### config.mk
export PLATFORM = sky130hd
export DESIGN_NAME = md_dump
export DESIGN_NICKNAME = d
export VERILOG_FILES = /design/src/rtl/md_dump_pkg.sv /design/src/rtl/md_dump_fifo.sv /design/src/rtl/md_dump.sv
export SDC_FILE = /design/constraint.sdc
export NUM_CORES = 1
export LEC_CHECK = 0
export CAP_MARGIN = 0
export CORE_AREA = 5 5 717 719
export CTS_CLUSTER_SIZE = 28
export DETAILED_ROUTE_END_ITERATION = 8
export DIE_AREA = 0 0 722 724
export PLACE_DENSITY = 0.3
export SLEW_MARGIN = 40
export SYNTH_ARGS = -nofsm -noshare
export SYNTH_HDL_FRONTEND = slang
export SYNTH_SLANG_ARGS = --single-unit
export TNS_END_PERCENT = 10
### constraint.sdc
create_clock -name clk -period 27.7 [get_ports clk]
set_input_delay 8.31 -clock clk [delete_from_list [all_inputs] [get_ports clk]]
set_output_delay 8.31 -clock clk [all_outputs]
set_load 0.01 [all_outputs]
### src/rtl/md_dump_pkg.sv
// ============================================================================
// Module      : md_dump_pkg
// Description : Shared sizes, FSM encoding and beat packing for the cache dump
//               readback path. MD_DUMP_TLAST_EN adds tlast to the beat type.
// Revision    : 1.0 - initial release
// ============================================================================
`default_nettype none

package md_dump_pkg;

    localparam int PARTICLE_ID_WIDTH   = 8;
    localparam int NUM_SUB_PACKETS     = 4;
    localparam int NUM_INIT_STEPS      = 4;
    localparam int NUM_CELLS           = NUM_SUB_PACKETS * NUM_INIT_STEPS;
    localparam int INIT_STEP_WIDTH     = 2;
    localparam int OFFSET_WIDTH        = 27;
    localparam int OFFSET_STRUCT_WIDTH = 3 * OFFSET_WIDTH;
    localparam int ELEMENT_WIDTH       = 2;
    localparam int SUB_PACKET_WIDTH    = 128;
    localparam int AXIS_TDATA_WIDTH    = NUM_SUB_PACKETS * SUB_PACKET_WIDTH;

    localparam int DUMP_RD_LATENCY     = 2;
    localparam int DUMP_FIFO_DEPTH     = 4;

    typedef enum logic [1:0] {
        IDLE  = 2'd0,
        READ  = 2'd1,
        DRAIN = 2'd2,
        DONE  = 2'd3
    } dump_state_t;

    typedef struct packed {
`ifdef MD_DUMP_TLAST_EN
        logic                        tlast;
`endif
        logic [AXIS_TDATA_WIDTH-1:0] tdata;
    } dump_beat_t;

    // Each coordinate gets its own 32-bit lane; unused lane bits stay zero.
    function automatic logic [SUB_PACKET_WIDTH-1:0] pack_sub(
        input logic [OFFSET_STRUCT_WIDTH-1:0] off,
        input logic [ELEMENT_WIDTH-1:0]       elem
    );
        logic [SUB_PACKET_WIDTH-1:0] r;
        r                        = '0;
        r[0  +: OFFSET_WIDTH]    = off[0              +: OFFSET_WIDTH];
        r[32 +: OFFSET_WIDTH]    = off[OFFSET_WIDTH   +: OFFSET_WIDTH];
        r[64 +: OFFSET_WIDTH]    = off[2*OFFSET_WIDTH +: OFFSET_WIDTH];
        r[96 +: ELEMENT_WIDTH]   = elem;
        return r;
    endfunction

endpackage

`default_nettype wire

### src/rtl/md_dump_fifo.sv
// ============================================================================
// Module      : md_dump_fifo
// Description : Synchronous first-word-fall-through FIFO with occupancy count.
// Revision    : 1.0 - initial release
// ============================================================================
`default_nettype none

module md_dump_fifo #(
    parameter int WIDTH = 8,
    parameter int DEPTH = 4
) (
    input  logic                       clk,
    input  logic                       rst,
    input  logic                       i_push,
    input  logic [WIDTH-1:0]           i_data,
    input  logic                       i_pop,
    output logic [WIDTH-1:0]           o_data,
    output logic                       o_empty,
    output logic [$clog2(DEPTH+1)-1:0] o_count
);

    localparam int c_cnt_w = $clog2(DEPTH+1);
    localparam int c_ptr_w = (DEPTH > 1) ? $clog2(DEPTH) : 1;

    logic [WIDTH-1:0]   r_mem [DEPTH];
    logic [c_ptr_w-1:0] r_wr_ptr;
    logic [c_ptr_w-1:0] r_rd_ptr;
    logic [c_cnt_w-1:0] r_count;
    logic               w_push;
    logic               w_pop;

    assign w_push  = i_push && (r_count != c_cnt_w'(DEPTH));
    assign w_pop   = i_pop  && (r_count != '0);
    assign o_data  = r_mem[r_rd_ptr];
    assign o_empty = (r_count == '0);
    assign o_count = r_count;

    always_ff @(posedge clk) begin
        if (w_push) begin
            r_mem[r_wr_ptr] <= i_data;
        end
    end

    always_ff @(posedge clk) begin
        if (rst) begin
            r_wr_ptr <= '0;
            r_rd_ptr <= '0;
            r_count  <= '0;
        end else begin
            if (w_push) begin
                r_wr_ptr <= (r_wr_ptr == c_ptr_w'(DEPTH-1)) ? '0 : r_wr_ptr + 1'b1;
            end
            if (w_pop) begin
                r_rd_ptr <= (r_rd_ptr == c_ptr_w'(DEPTH-1)) ? '0 : r_rd_ptr + 1'b1;
            end
            case ({w_push, w_pop})
                2'b10:   r_count <= r_count + 1'b1;
                2'b01:   r_count <= r_count - 1'b1;
                default: r_count <= r_count;
            endcase
        end
    end

endmodule

`default_nettype wire

### src/rtl/md_dump.sv
// ============================================================================
// Module      : md_dump
// Description : Reads every cell cache back group by group and packs four
//               cells per AXIS beat. Define MD_DUMP_TLAST_EN for o_dump_tlast.
// Revision    : 1.0 - initial release
// ============================================================================
`default_nettype none

module md_dump
    import md_dump_pkg::*;
#(
    parameter int RD_LATENCY = DUMP_RD_LATENCY,
    parameter int FIFO_DEPTH = DUMP_FIFO_DEPTH
) (
    input  logic                                             clk,
    input  logic                                             rst,
    input  logic                                             i_dump_start,
    input  logic [PARTICLE_ID_WIDTH-1:0]                     i_dump_npc,
    output logic [PARTICLE_ID_WIDTH-1:0]                     o_dump_rd_addr,
    output logic [NUM_INIT_STEPS-1:0]                        o_dump_rd_en,
    input  logic [NUM_CELLS-1:0][OFFSET_STRUCT_WIDTH-1:0]    i_dump_data,
    input  logic [NUM_CELLS-1:0][ELEMENT_WIDTH-1:0]          i_dump_element,
    output logic [AXIS_TDATA_WIDTH-1:0]                      o_dump_tdata,
    output logic                                             o_dump_tvalid,
    input  logic                                             i_dump_tready,
`ifdef MD_DUMP_TLAST_EN
    output logic                                             o_dump_tlast,
`endif
    output logic [INIT_STEP_WIDTH-1:0]                       o_dump_step,
    output logic                                             o_dump_busy,
    output logic                                             o_dump_done
);

    localparam int c_cnt_w = $clog2(FIFO_DEPTH+1);
    localparam int c_inf_w = $clog2(RD_LATENCY+1);
    localparam int c_sum_w = $clog2(FIFO_DEPTH+RD_LATENCY+1);
    localparam int c_sub_w = $clog2(NUM_SUB_PACKETS);

    dump_state_t                  r_state;
    dump_state_t                  w_next;
    logic [PARTICLE_ID_WIDTH-1:0] r_npc;
    logic [PARTICLE_ID_WIDTH-1:0] r_addr;
    logic [INIT_STEP_WIDTH-1:0]   r_step;

    logic [RD_LATENCY-1:0]                      r_pipe_v;
    logic [RD_LATENCY-1:0][INIT_STEP_WIDTH-1:0] r_pipe_step;
`ifdef MD_DUMP_TLAST_EN
    logic [RD_LATENCY-1:0]                      r_pipe_last;
`endif

    logic               w_issue;
    logic               w_last_addr;
    logic               w_last_step;
    logic [c_inf_w-1:0] w_inflight;
    logic [c_sum_w-1:0] w_outstanding;
    logic [c_cnt_w-1:0] w_fifo_count;
    logic               w_fifo_empty;
    logic               w_pop;
    dump_beat_t         w_push_beat;
    dump_beat_t         w_head_beat;

    always_comb begin
        w_inflight = '0;
        for (int k = 0; k < RD_LATENCY; k++) begin
            w_inflight = w_inflight + c_inf_w'(r_pipe_v[k]);
        end
    end

    // Reads already issued plus beats queued must never exceed FIFO space.
    assign w_outstanding = c_sum_w'(w_fifo_count) + c_sum_w'(w_inflight);
    assign w_issue       = (r_state == READ) && (w_outstanding < c_sum_w'(FIFO_DEPTH));
    assign w_last_addr   = (r_addr == (r_npc - 1'b1));
    assign w_last_step   = (r_step == INIT_STEP_WIDTH'(NUM_INIT_STEPS-1));

    always_ff @(posedge clk) begin
        if (rst) begin
            r_state <= IDLE;
        end else begin
            r_state <= w_next;
        end
    end

    always_comb begin
        w_next = r_state;
        case (r_state)
            IDLE:    if (i_dump_start) w_next = (i_dump_npc == '0) ? DONE : READ;
            READ:    if (w_issue && w_last_addr && w_last_step) w_next = DRAIN;
            DRAIN:   if ((w_inflight == '0) && w_fifo_empty) w_next = DONE;
            DONE:    w_next = IDLE;
            default: w_next = IDLE;
        endcase
    end

    always_comb begin
        o_dump_busy  = (r_state == READ) || (r_state == DRAIN);
        o_dump_done  = (r_state == DONE);
        o_dump_rd_en = w_issue ? (NUM_INIT_STEPS'(1) << r_step) : '0;
    end

    always_ff @(posedge clk) begin
        if (rst) begin
            r_npc  <= '0;
            r_addr <= '0;
            r_step <= '0;
        end else if ((r_state == IDLE) && i_dump_start) begin
            r_npc  <= i_dump_npc;
            r_addr <= '0;
            r_step <= '0;
        end else if (w_issue) begin
            if (w_last_addr) begin
                r_addr <= '0;
                r_step <= r_step + 1'b1;
            end else begin
                r_addr <= r_addr + 1'b1;
            end
        end
    end

    assign o_dump_rd_addr = r_addr;
    assign o_dump_step    = r_step;

    // The step travels with each read so packing selects the cells that were read.
    always_ff @(posedge clk) begin
        if (rst) begin
            r_pipe_v    <= '0;
            r_pipe_step <= '0;
`ifdef MD_DUMP_TLAST_EN
            r_pipe_last <= '0;
`endif
        end else begin
            r_pipe_v[0]    <= w_issue;
            r_pipe_step[0] <= r_step;
`ifdef MD_DUMP_TLAST_EN
            r_pipe_last[0] <= w_last_addr && w_last_step;
`endif
            for (int k = 1; k < RD_LATENCY; k++) begin
                r_pipe_v[k]    <= r_pipe_v[k-1];
                r_pipe_step[k] <= r_pipe_step[k-1];
`ifdef MD_DUMP_TLAST_EN
                r_pipe_last[k] <= r_pipe_last[k-1];
`endif
            end
        end
    end

    always_comb begin
        w_push_beat = '0;
        for (int i = 0; i < NUM_SUB_PACKETS; i++) begin
            w_push_beat.tdata[i*SUB_PACKET_WIDTH +: SUB_PACKET_WIDTH] =
                pack_sub(i_dump_data[{r_pipe_step[RD_LATENCY-1], c_sub_w'(i)}],
                         i_dump_element[{r_pipe_step[RD_LATENCY-1], c_sub_w'(i)}]);
        end
`ifdef MD_DUMP_TLAST_EN
        w_push_beat.tlast = r_pipe_last[RD_LATENCY-1];
`endif
    end

    assign w_pop = !w_fifo_empty && i_dump_tready;

    md_dump_fifo #(
        .WIDTH ($bits(dump_beat_t)),
        .DEPTH (FIFO_DEPTH)
    ) u_fifo (
        .clk     (clk),
        .rst     (rst),
        .i_push  (r_pipe_v[RD_LATENCY-1]),
        .i_data  (w_push_beat),
        .i_pop   (w_pop),
        .o_data  (w_head_beat),
        .o_empty (w_fifo_empty),
        .o_count (w_fifo_count)
    );

    assign o_dump_tvalid = !w_fifo_empty;
    assign o_dump_tdata  = w_head_beat.tdata;
`ifdef MD_DUMP_TLAST_EN
    assign o_dump_tlast  = w_head_beat.tlast;
`endif

endmodule

`default_nettype wire

* After elaboration in Yosys (flattened, before gate mapping) *
Memory sizes are Yosys's and may differ from the RTL's. A register that Yosys moved wholly into a read port is not among the register bits.
Cells that the tools add are included.

cells by class
  eq/ne operators = 13
  multiplexer cells = 30
  $lt $le $gt $ge = 5
  add/sub/neg operators = 9
  shifts and indexed selects = 1
  reductions and logical operators = 19

operators with widths
  operator                                                                       count
  81-bit binary-select mux with 2-bit select                                     4
  81-bit 2-to-1 mux                                                              4
  2-bit 2-to-1 mux                                                               12
  4-bit by 5-bit less-than comparator with 1-bit output (second input constant)  4
  2-bit binary-select mux with 2-bit select                                      4
  2-bit == test (second input constant)                                          6
  8-bit by 1-bit adder with 8-bit output (second input constant)                 1
  8-bit == test                                                                  1
  1-bit logical AND                                                              8
  8-bit zero test                                                                1
  8-bit 2-to-1 mux                                                               1
  2-bit case mux with 4 select lines                                             1
  8-bit by 1-bit subtractor with 8-bit output (second input constant)            1
  2-bit by 1-bit adder with 2-bit output (second input constant)                 3
  2-bit inequality test (second input constant)                                  3
  3-bit case mux with 2 select lines                                             1
  2-bit by 1-bit == test with 1-bit output (second input constant)               2
  2-bit zero test                                                                2
  4-bit 2-to-1 mux                                                               1
  1-bit by 2-bit << shifter with 4-bit output (first input constant)             1
  3-bit by 1-bit adder with 3-bit output (second input constant)                 1
  3-bit by 2-bit adder with 3-bit output                                         1
  3-bit zero test                                                                1
  3-bit less-than comparator (second input constant)                             1
  11 further kinds                                                               12

storage, ports and cells
  bits of input ports = 1,340
  output and inout bits = 529
  memories = 1
  memory bits (writable) = 1,328
  register bits after elaboration = 33
  word-level logic and storage cells = 88

memory list
  name          depth  bits a word  rd ports  clocked after memory_dff  write ports  RTL line            source
  u_fifo.r_mem  4      332          1         1                         1            md_dump_fifo.sv:25  logic [WIDTH-1:0] r_mem [DEPTH];

* Depth between registers and ports, before layout *
Gate-level depths: netlist of run 1.

  depth after elaboration = 8
  depth in mapped cells = 9

* Hierarchy *
Synthesis of run 1 repeated with hierarchy kept, for this count alone.

second synthesis, totals
  cell total of the unflattened synthesis = 3,316
  area, all modules = 83,824.1 sq um

by module, submodules not included
  module        seq. area each (sq um)  times used  cells an instance  area an instance (sq um)
  md_dump_fifo  61,679.2                1           2,726              74,515.2
  md_dump       520.5                   1           590                9,308.9

* Worst setup path after synthesis of run 1 *
Ideal clock, no wire load.

  path kind = reg2out
  start point = reg (tool-made name)
  end point = out o_dump_tdata[386]
  slack = 17.407 ns
  required time = 19.390 ns
  path buffers = 3
  arrival time = 1.983 ns
  cell stages (with the launch flop) = 5
  cells stage by stage = dfxtp_1 clkbuf_1 clkbuf_1 buf_1 mux4_2

RTL lines
  item              RTL line       source
  end: declaration  md_dump.sv:23  output logic [AXIS_TDATA_WIDTH-1:0] o_dump_tdata,

==> summary.md, run 1 <==
| Metric | Value |
|---|---|
| Ys flop type | edfxtp_1 |
| DRC viols | 0 |
| Finished Core Util | 0.176 |
| Cells after Synth | 2546 |
| Synthesized area | 58700 um^2 |
| Critical path cell sequence | buf_4, buf_12, buf_4, buf_4, buf_6, mux4_2, clkdlybuf4s50_1 |
| DRT Pass-1 Iters | 5 |
| Max incr delay on CP | 0.76 ns |
| First-pass GRT wire length | 396 mm |
| Root buffer cell | clkbuf_16 |
| Share of layout cells above drive strength 1 | 0.220 |
| Power Density | 65.5 nW/um^2 |
| Synth unique cells | 40 |
| Worst slew pin tran | 0.865 ns |
| Dpl cells | 10900 |
| Syn Area/Cell | 23.0 um^2 |
| Largest net degree at the start of global routing | 105 |
| Clock skew | 0.133 ns |
| Final period util | 0.488 |
| Crit-path max FO | 42 |
| Die H | 724 um |
| Hold_sp | r_pipe_step[1]$_SDFF_PP0_ |
| Tot Pwr | 5.83 mW |
| H-Tree Level Count | 4 |
| RePlAce Congestion | 0.831 |
| Tmin final | 13.52 ns |
| Final Hold Fails | 0 |
| Setup WS post-layout | 14.18 ns |
| Final setup TNS | 0 ns |
| Critical Path Sink Type | output port |
| MaxCap Viol Count | 0 |
| # port buffers | 1688 |
| Pins over their slew limit | 0 |
| Area Overhead vs Synth | 51.9% |
| Vias | 34900 |
| CTS max path bufs | 4 |
| CTS clk-pin slew, worst paths | 0.06 ns |
| Vias in the first global route | 37700 |
| CORE AREA | 507000 um^2 |
| Post-CTS Hold Buffers | 0 |
| DP HPWL | 250 mm |
| Num CTS Buffers | 176 |
| Skew-Pair Late Insertion Delay | 0.90 ns |
| Rows | 262 |
| Net count, final | 5684 |
| Register bit count reported by yosys | 1363 |
| Slowest cell on crit path | dfxtp_4 |
| RSZ-0062 raised after global routing | no |
| Filler cell count | 54500 |
| Status | complete, no violations |
| Synth top area share | 0.680 |
| R2R Setup Slk | 23.24 ns |
| Peak supply drop | 0.0432 mV |
| Routed length per instance | 28.0 um |
| Crit path DAT | 5.21 ns |
| CP startpoint kind | flip-flop |
| Area leader, netlist | edfxtp_1 |
| CP top delay family | buffers and inverters |
| CTS Sinks | 1363 |
| Hold WC Path Type | flip-flop to flip-flop |
| Die X | 722 um |
| Top post-synthesis cells by area | edfxtp_1 (68%), mux4_2 (25%), buf_4 (2.3%) |
| GRT overflow | 0 |
| Total track usage | 0.115 |
| PostCTS Resize Cnt | 0 |
| Die Footprint | 523000 um^2 |
| Initial antenna violation count | 89 |
| CTS tree | done |
| Fraction of registers with async set/reset | 0 |
| Worst Path Buf+Inv | 6 |
| Worst Path Required | 19.39 ns |
| WS Path Type | flip-flop to output port |
| Most common cell on crit path | buf_4 |
| Reg2reg start | r_pipe_step[3]$_SDFF_PP0_ |
| Post-DRT Antenna Nets | 0 |
| Vias per cell | 3.11 |
| Dpl ws | 14.49 ns |
| Seq/Total Area, Yosys | 0.692 |
| Relative slew slack | 0.421 |
| Setup Buffers After CTS | 0 |
| LEAKAGE | 26.3 nW |
| Achievable Freq | 74.0 MHz |
| # setup viols final | 0 |
| Number of synthesized flops with an enable pin | 1328 |
| 1st-iter DRT viols | 2382 |
| Ys Warns | 0 |
| Fin cells | 11200 |
| Num ports | 1869 |
| Starting Density | 0.116 |
| Final WL | 314 mm |
-- sequential cells by signal, summed over array words and instances, names as in the netlist, 3 cells and up, named ones only --
name	count
o_dump_rd_addr	8
r_npc	8
r_pipe_step	4
u_fifo.o_count	3
u_fifo.r_mem	1328
-- cell type report --
type / instances / area [um^2] / area share
diodes: 27 / 67.6 / 0.000758
clock buffers: 227 / 4660 / 0.0523
clock inverters: 82 / 878 / 0.00986
inverters: 15 / 56.3 / 0.000632
multi-input cells: 1011 / 16800 / 0.188
flip-flops and latches: 1363 / 40600 / 0.456
well taps: 6732 / 8420 / 0.0945
repair buffers: 1756 / 17600 / 0.198
-- final timing paths --
path	endpoint	depth (start not counted)
worst max-delay path	o_dump_tdata[141]	7
worst min-delay path	r_pipe_step[3]$_SDFF_PP0_	1
worst min register to register	r_pipe_step[3]$_SDFF_PP0_	1
worst max register to register	u_fifo.r_mem[0][163]$_DFFE_PP_	6
-- power breakdown --
part / switching [mW] / leakage [nW] / total, mW / internal, mW
Sequential: 0.0259 / 12.2 / 2.35 / 2.33
Combinational: 0.645 / 11.4 / 1.26 / 0.618
Clock: 0.928 / 2.66 / 2.22 / 1.29
Total: 1.60 / 26.3 / 5.83 / 4.23
-- cell usage after synthesis, types with 2 or more instances --
master    count
buf_1        87
inv_1        15
a21oi_1      18
edfxtp_1   1328
or4_1         2
nor2_1       20
buf_4       180
or3_1         5
and3_1        4
nor4_1        2
ha_1         20
xnor2_1       8
nand2_1      20
nand3_1       9
dfxtp_1      35
clkbuf_1     69
and2_1        8
nor2b_1       5
nor3_1        4
nand2b_1      4
o21ai_0       3
nand4_1       5
mux4_2      664
mux2i_1       4
xor2_1       11
nor3b_1       2
-- kinds of logic (layout without fill, tap and decap cells) --
family                     Yosys count  count (layout)  share of synthesized area
other                                1             207                  0.0000639
xor gates and xnor gates            19              19                    0.00284
DFF                               1363            1363                      0.692
adders and majority gates           21              21                    0.00461
AOI/OAI and AO/OA                   27              27                    0.00260
and+or+nand+nor                     94              94                    0.00823
muxes                              670             670                      0.256
buffers and inverters              351            2080                     0.0340
-- per-stage QoR --
step | cell area [um^2] | hold slack (ns)
finish | 89100 | 0.434
global route | 89000 | 0.455
CTS | 89000 | 0.435
detailed placement | 83500 | 0.421
global placement | 83300 | 0.416
floorplan | 59300 | 0.414
-- layer usage --
metal  wire [um]  vias to the layer above  global-route usage  part of all wire
met5         138                        -                   0           0.00044
met4        5430                       24              0.0211             0.017
met3       26400                      280              0.0353             0.084
met2      147000                     1455               0.186              0.47
met1      135000                    18800               0.151              0.43
li1            -                    14300                   -                 -
-- cells in the final DEF (no fill, tap or decap), drive strengths merged, types with 3 or more instances in the layout --
| master | netlist | layout |
|---|---|---|
| xor2 | 11 | 11 |
| edfxtp | 1328 | 1328 |
| inv | 15 | 22 |
| and2 | 8 | 8 |
| clkinv | 0 | 58 |
| nand2 | 20 | 20 |
| mux2i | 4 | 4 |
| nor3 | 4 | 4 |
| nand2b | 4 | 4 |
| clkdlybuf4s50 | 0 | 1683 |
| mux4 | 664 | 664 |
| nor2b | 5 | 5 |
| ha | 20 | 20 |
| nor2 | 20 | 20 |
| or3 | 5 | 5 |
| and3 | 4 | 4 |
| xnor2 | 8 | 8 |
| a21oi | 18 | 18 |
| bufinv | 0 | 10 |
| clkinvlp | 0 | 7 |
| conb | 1 | 180 |
| nand3 | 9 | 9 |
| dfxtp | 35 | 35 |
| o21ai | 3 | 3 |
| nand4 | 5 | 5 |
| clkbuf | 69 | 227 |
| diode | 0 | 27 |
| buf | 267 | 73 |
No activity file was read; power rests on OpenSTA's default activity.
==> inputs of run 2 (changes only) <==
CORE_AREA = 5 5 723 725   (was 5 5 717 719)
DIE_AREA = 0 0 728 730   (was 0 0 722 724)
clock period = 11.25 ns   (was 27.7 ns; I/O delays follow)
==> run 2 against run 1 <==
Effect of this change:
- non-clock buffer count decreased by 6
- clock skew shrank 0.055 ns
- via count increased by 1.4%
- worst hold slack improved by 0.0019 ns
- die area up 1.7%
- worst setup slack worse by 10 ns
==> summary.md, run 2 (synthesis gave the netlist of run 1 again) <==
| Metric | Value |
|---|---|
| DP HPWL | 264 mm (+5.4%) |
| GRT overflow | 0 (unchanged) |
| CTS max path bufs | 4 (unchanged) |
| Post-DRT Antenna Nets | 0 (unchanged) |
| Area Overhead vs Synth | 52.3% |
| Initial antenna violation count | 124 (+39%) |
| CORE AREA | 515000 um^2 (+1.6%) |
| Vias | 35400 (+1.4%) |
| Final period util | 0.653 |
| PostCTS Resize Cnt | 0 (unchanged) |
| Final setup TNS | 0 ns (unchanged) |
| Die H | 730 um (+0.83%) |
| 1st-iter DRT viols | 2609 (+9.5%) |
| CP startpoint kind | flip-flop |
| Share of layout cells above drive strength 1 | 0.219 (-0.00103) |
| Power Density | 160 nW/um^2 (+140%) |
| Achievable Freq | 136 MHz |
| # port buffers | 1688 (unchanged) |
| RSZ-0062 raised after global routing | no |
| Net count, final | 5677 (-0.12%) |
| Num CTS Buffers | 175 (-0.57%) |
| Largest net degree at the start of global routing | 90 (-14%) |
| # setup viols final | 0 (unchanged) |
| Final Cell Area | 89300 um^2 (+0.27%) |
| CTS clk-pin slew, worst paths | 0.05 ns (about the same) |
| MaxCap Viol Count | 0 (unchanged) |
| Peak supply drop | 0.113 mV (+160%) |
| Starting Density | 0.114 (-0.00183) |
| Setup Buffers After CTS | 0 (unchanged) |
| Post-CTS Hold Buffers | 0 (unchanged) |
| Crit path DAT | 3.97 ns (-1.24 ns) |
| Crit-path max FO | 83 (+98%) |
| Pins over their slew limit | 0 (unchanged) |
| RePlAce Congestion | 0.819 (-1.4%) |
| DRT Pass-1 Iters | 5 (unchanged) |
| Most common cell after layout, fill and taps aside | clkdlybuf4s50_1 |
| H-Tree Level Count | 4 (unchanged) |
| Worst Path Required | 7.88 ns (-11.51 ns) |
| Tmin final | 7.35 ns |
| Worst slew pin tran | 1.05 ns (+0.187 ns) |
| Rows | 264 (+0.76%) |
| Post-placement cell area | 83700 um^2 (+0.26%) |
| Root buffer cell | clkbuf_16 |
| Status | complete, no violations |
| R2R Setup Slk | 7.42 ns (-15.82 ns) |
| Skew-Pair Late Insertion Delay | 0.87 ns (-0.03 ns) |
| Clock skew | 0.0785 ns (-0.0549 ns) |
| Total track usage | 0.118 (+0.00324) |
| CTS tree | done |
| Die X | 728 um (+0.83%) |
| Routed length per instance | 29.1 um (+3.8%) |
| WS Path Type | flip-flop to output port |
| Relative slew slack | 0.299 (-0.123) |
| Filler cell count | 55500 (+1.9%) |
| Most frequent cells in the layout | clkdlybuf4s50_1 (1684), edfxtp_1 (1328), mux4_2 (664), conb_1 (180), clkbuf_16 (176) |
| Vias per cell | 3.14 (+0.90%) |
| Hold WC Path Type | flip-flop to flip-flop |
| Biggest register | u_fifo.r_mem |
| Final WL | 328 mm (+4.4%) |
| Critical Path Sink Type | output port |
| First-pass GRT wire length | 409 mm (+3.4%) |
| Num ports | 1869 (unchanged) |
| LEAKAGE | 26.3 nW (about the same) |
| CTS Sinks | 1363 (unchanged) |
| DRC viols | 0 (unchanged) |
| Vias in the first global route | 37600 (-0.14%) |
| Final Hold Fails | 0 (unchanged) |
| Max reg flops | 1328 (unchanged) |
| Die Footprint | 531000 um^2 (+1.7%) |
run 2: cell types whose count changed in the layout (fill, tap and decap cells not counted), moves of 2 or more:
cell       before  now
diode_2        27   48
buf_12         12   22
clkinv_1       29   36
inv_16          3    1
clkinv_4        1    4
buf_16          3    8
clkbuf_16     178  176
buf_6          15    7
clkinv_16       6    8
clkbuf_1       47   35
buf_4          38   25
run 2: worst paths after layout:
kind                                       start                        endpoint  cells past startpoint
setup / recovery                       flip-flop                o_dump_tdata[68]                      4
hold / removal         r_pipe_step[1]$_SDFF_PP0_       r_pipe_step[3]$_SDFF_PP0_                      1
setup reg to reg  u_fifo.o_count[1]$_SDFFE_PP0P_  u_fifo.r_mem[2][300]$_DFFE_PP_                      7
hold reg to reg        r_pipe_step[1]$_SDFF_PP0_       r_pipe_step[3]$_SDFF_PP0_                      1
run 2: stage by stage:
step	instances	utilization	hold slack [ns]	worst slack [ns]	total power, mW
2_1_floorplan	2725	-	0.414	2.24	7.16
3_3_place_gp	10900	0.162	0.416	4.54	9.10
3_5_place_dp	10900	0.162	0.425	4.67	9.13
4_1_cts	11200	0.173	0.438	3.73	14.7
5_1_grt	11200	0.173	0.453	3.65	15.0
6_report	11300	0.173	0.436	3.90	14.3
run 2: report_power, final:
group          switching [mW]  internal (mW)
Sequential             0.0529           5.73
Combinational            1.59           1.54
Clock                    2.28           3.12
run 2: area by class of cell:
type | count | area [um^2] | area share
repair buffers | 1750 | 17800 | 0.199
well taps | 6783 | 8490 | 0.0950
diodes | 48 | 120 | 0.00134
multi-input cells | 1011 | 16800 | 0.188
clock buffers | 212 | 4550 | 0.0509
clock inverters | 92 | 956 | 0.0107
inverters | 15 | 56.3 | 0.000630
flip-flops and latches | 1363 | 40600 | 0.454
run 2: critical path, cell delays in order, from the launching register on:
cell and delay [ns]:
dfxtp_4 0.71, buf_12 0.51, buf_12 0.47, mux4_2 0.41, clkdlybuf4s50_1 0.64
run 2: layer usage:
layer | track usage | up-vias | share of wire
met5 | 0 | - | 0.00066
met4 | 0.0177 | 34 | 0.014
met3 | 0.0413 | 300 | 0.095
met2 | 0.191 | 1612 | 0.47
met1 | 0.153 | 19100 | 0.42
li1 | - | 14300 | -
==> inputs of run 3 (changes only) <==
CORE_AREA = 5 5 725 727   (was 5 5 723 725)
DIE_AREA = 0 0 730 732   (was 0 0 728 730)
clock period = 6.9 ns   (was 11.25 ns; I/O delays follow)
==> run 3 against run 2 <==
Effect of this change:
- wire length increased by 2.8%
- worst hold slack improved by 0.011 ns
- clock skew increased by 0.084 ns
- clock power grew 68%
- non-clock buffer count up 39
- first-iteration DRC count is 4.9% higher
- total power rose by 66%
- critical endpoint is now o_dump_tdata[96]
- sequential share of layout area shrank 0.33 points
- count of clock-buffer cells in the layout decreased by 7
- sequential cell count stayed put
==> summary.md, run 3 (synthesis gave the netlist of run 1 again) <==
| Metric | Value |
|---|---|
| Status | complete, no violations |
| Worst Path Required | 4.83 ns (-3.05 ns) |
| MaxCap Viol Count | 0 (unchanged) |
| # setup viols final | 0 (unchanged) |
| Post-placement cell area | 84200 um^2 (+0.61%) |
| RSZ-0062 raised after global routing | no |
| Share of layout cells above drive strength 1 | 0.229 (+0.00990) |
| Met3 GRT Util | 0.0544 (+0.0130) |
| First-pass GRT wire length | 421 mm (+2.7%) |
| Final period util | 0.769 |
| Vias per cell | 3.13 (-0.40%) |
| RePlAce Congestion | 0.775 (-5.3%) |
| Starting Density | 0.113 (-0.000792) |
| CTS max path bufs | 4 (unchanged) |
| Vias | 35900 (+1.3%) |
| Tot Pwr | 23.7 mW (+66%) |
| # port buffers | 1688 (unchanged) |
| Rows | 265 (+0.38%) |
| Final WL | 337 mm (+2.8%) |
| Biggest register | u_fifo.r_mem |
| WS Path Type | flip-flop to output port |
| Num ports | 1869 (unchanged) |
| Num CTS Buffers | 176 (+0.57%) |
| Area Overhead vs Synth | 53.4% |
| Part of the power in registers | 0.397 (-0.007) |
| Vias in the first global route | 38100 (+1.3%) |
| Setup WS post-layout | 1.59 ns (-2.31 ns) |
| Worst slew pin tran | 0.988 ns (-0.0646 ns) |
| Global Route met2 Usage | 0.182 (-0.00925) |
| Clk pwr share | 0.383 (+0.006) |
| Clock skew | 0.163 ns (+0.0841 ns) |
| Net count, final | 5717 (+0.70%) |
| Die H | 732 um (+0.27%) |
| Combinational share of power | 0.220 (about the same) |
| Dpl ws | 2.21 ns (-2.46 ns) |
| Tmin final | 5.31 ns |
| Max reg flops | 1328 (unchanged) |
| CTS clk-pin slew, worst paths | 0.06 ns (about the same) |
| Setup Buffers After CTS | 0 (unchanged) |
| Largest net degree at the start of global routing | 99 (+10%) |
| GRT met1 Usage | 0.161 (+0.00742) |
| WHS | 0.447 ns (+0.0111 ns) |
| Sw frac | 0.274 (about the same) |
| Final Cell Area | 90000 um^2 (+0.74%) |
| 1st-iter DRT viols | 2736 (+4.9%) |
| Filler cell count | 55800 (+0.63%) |
| GRT overflow | 0 (unchanged) |
| Post-DRT Antenna Nets | 0 (unchanged) |
| Achievable Freq | 188 MHz |
| Final Hold Fails | 0 (unchanged) |
| DRC viols | 0 (unchanged) |
| Relative slew slack | 0.342 (+0.0431) |
| Die X | 730 um (+0.27%) |
| Sw Pwr | 6.49 mW (+66%) |
| Peak supply drop | 0.196 mV (+73%) |
| Power Density | 263 nW/um^2 (+64%) |
| CP startpoint kind | flip-flop |
| Crit path DAT | 3.24 ns (-0.73 ns) |
| DP HPWL | 272 mm (+3.2%) |
| Most common cell after layout, fill and taps aside | clkdlybuf4s50_1 |
| LEAKAGE | 26.6 nW (+1.2%) |
| H-Tree Level Count | 4 (unchanged) |
| Crit-path max FO | 63 (-24%) |
| Post-CTS Hold Buffers | 0 (unchanged) |
| PostCTS Resize Cnt | 0 (unchanged) |
| DRT Pass-1 Iters | 5 (unchanged) |
| Internal power | 17.2 mW (+66%) |
| Die Footprint | 534000 um^2 (+0.55%) |
| CORE AREA | 519000 um^2 (+0.70%) |
| Hold WC Path Type | flip-flop to flip-flop |
| Routed length per instance | 29.4 um (+1.0%) |
| Most frequent cells in the layout | clkdlybuf4s50_1 (1681), edfxtp_1 (1328), mux4_2 (664), conb_1 (180), clkbuf_16 (176) |
| CTS tree | done |
| Root buffer cell | clkbuf_16 |
| GRT busiest layer | met2 |
| CTS Sinks | 1363 (unchanged) |
| Total track usage | 0.121 (+0.00283) |
| Initial antenna violation count | 146 (+18%) |
| Pins over their slew limit | 0 (unchanged) |
| Skew-Pair Late Insertion Delay | 0.92 ns (+0.05 ns) |
| Critical Path Sink Type | output port |
-- run 3: changes by cell type in the layout (fill, tap and decap cells not counted), moves of 7 or more --
cell | before | now
buf_4 | 25 | 63
clkbuf_1 | 35 | 28
buf_6 | 7 | 0
buf_16 | 8 | 1
diode_2 | 48 | 36
buf_12 | 22 | 38
-- run 3: power groups by stage --
stage	Sequential [mW]	Clock, mW	Combinational [mW]
3_5_place_dp	9.59	0	5.36
2_1_floorplan	9.64	0	2.03
5_1_grt	9.43	9.79	5.58
3_3_place_gp	9.65	0	5.30
6_report	9.42	9.08	5.21
4_1_cts	9.42	9.46	5.39
-- run 3: per-stage QoR --
stage | util | cells | setup TNS [ns]
3_3_place_gp | 0.162 | 11100 | 0
4_1_cts | 0.173 | 11400 | 0
2_1_floorplan | - | 2725 | -2098.53
5_1_grt | 0.173 | 11400 | 0
3_5_place_dp | 0.162 | 11100 | 0
6_report | 0.173 | 11500 | 0
-- run 3: final cells by class --
| class | instances | area (um^2) | area share |
|---|---|---|---|
| Sequential cell | 1363 | 40600 | 0.451 |
| Antenna cell | 36 | 90.1 | 0.00100 |
| Inverter | 15 | 56.3 | 0.000626 |
| Multi-Input combinational cell | 1011 | 16800 | 0.186 |
| Clock buffer | 205 | 4520 | 0.0503 |
| Tap cell | 6942 | 8690 | 0.0965 |
| Timing Repair Buffer | 1789 | 18100 | 0.201 |
| Clock inverter | 108 | 1160 | 0.0129 |
-- run 3: path summary, 6_finish.rpt --
check / startpoint / to / slack, ns / cells past startpoint
max reg2reg: u_fifo.o_count[0]$_SDFFE_PP0P_ / u_fifo.r_mem[2][85]$_DFFE_PP_ / 3.95 / 5
max: flip-flop / o_dump_tdata[96] / 1.59 / 4
min reg2reg: r_pipe_step[0]$_SDFF_PP0_ / r_pipe_step[2]$_SDFF_PP0_ / 0.45 / 1
min: r_pipe_step[0]$_SDFF_PP0_ / r_pipe_step[2]$_SDFF_PP0_ / 0.45 / 1
-- run 3: layer usage --
| layer | vias to the layer above | routed length, um |
|---|---|---|
| li1 | 14400 | - |
| met1 | 19300 | 148000 |
| met2 | 1872 | 146000 |
| met3 | 297 | 39300 |
| met4 | 46 | 4540 |
| met5 | - | 268 |
-- run 3: critical path, cell delays in order, from the launching register on --
cell             delay, ns
dfxtp_4               0.55
buf_12                0.26
buf_12                0.35
mux4_2                0.29
clkdlybuf4s50_1       0.86
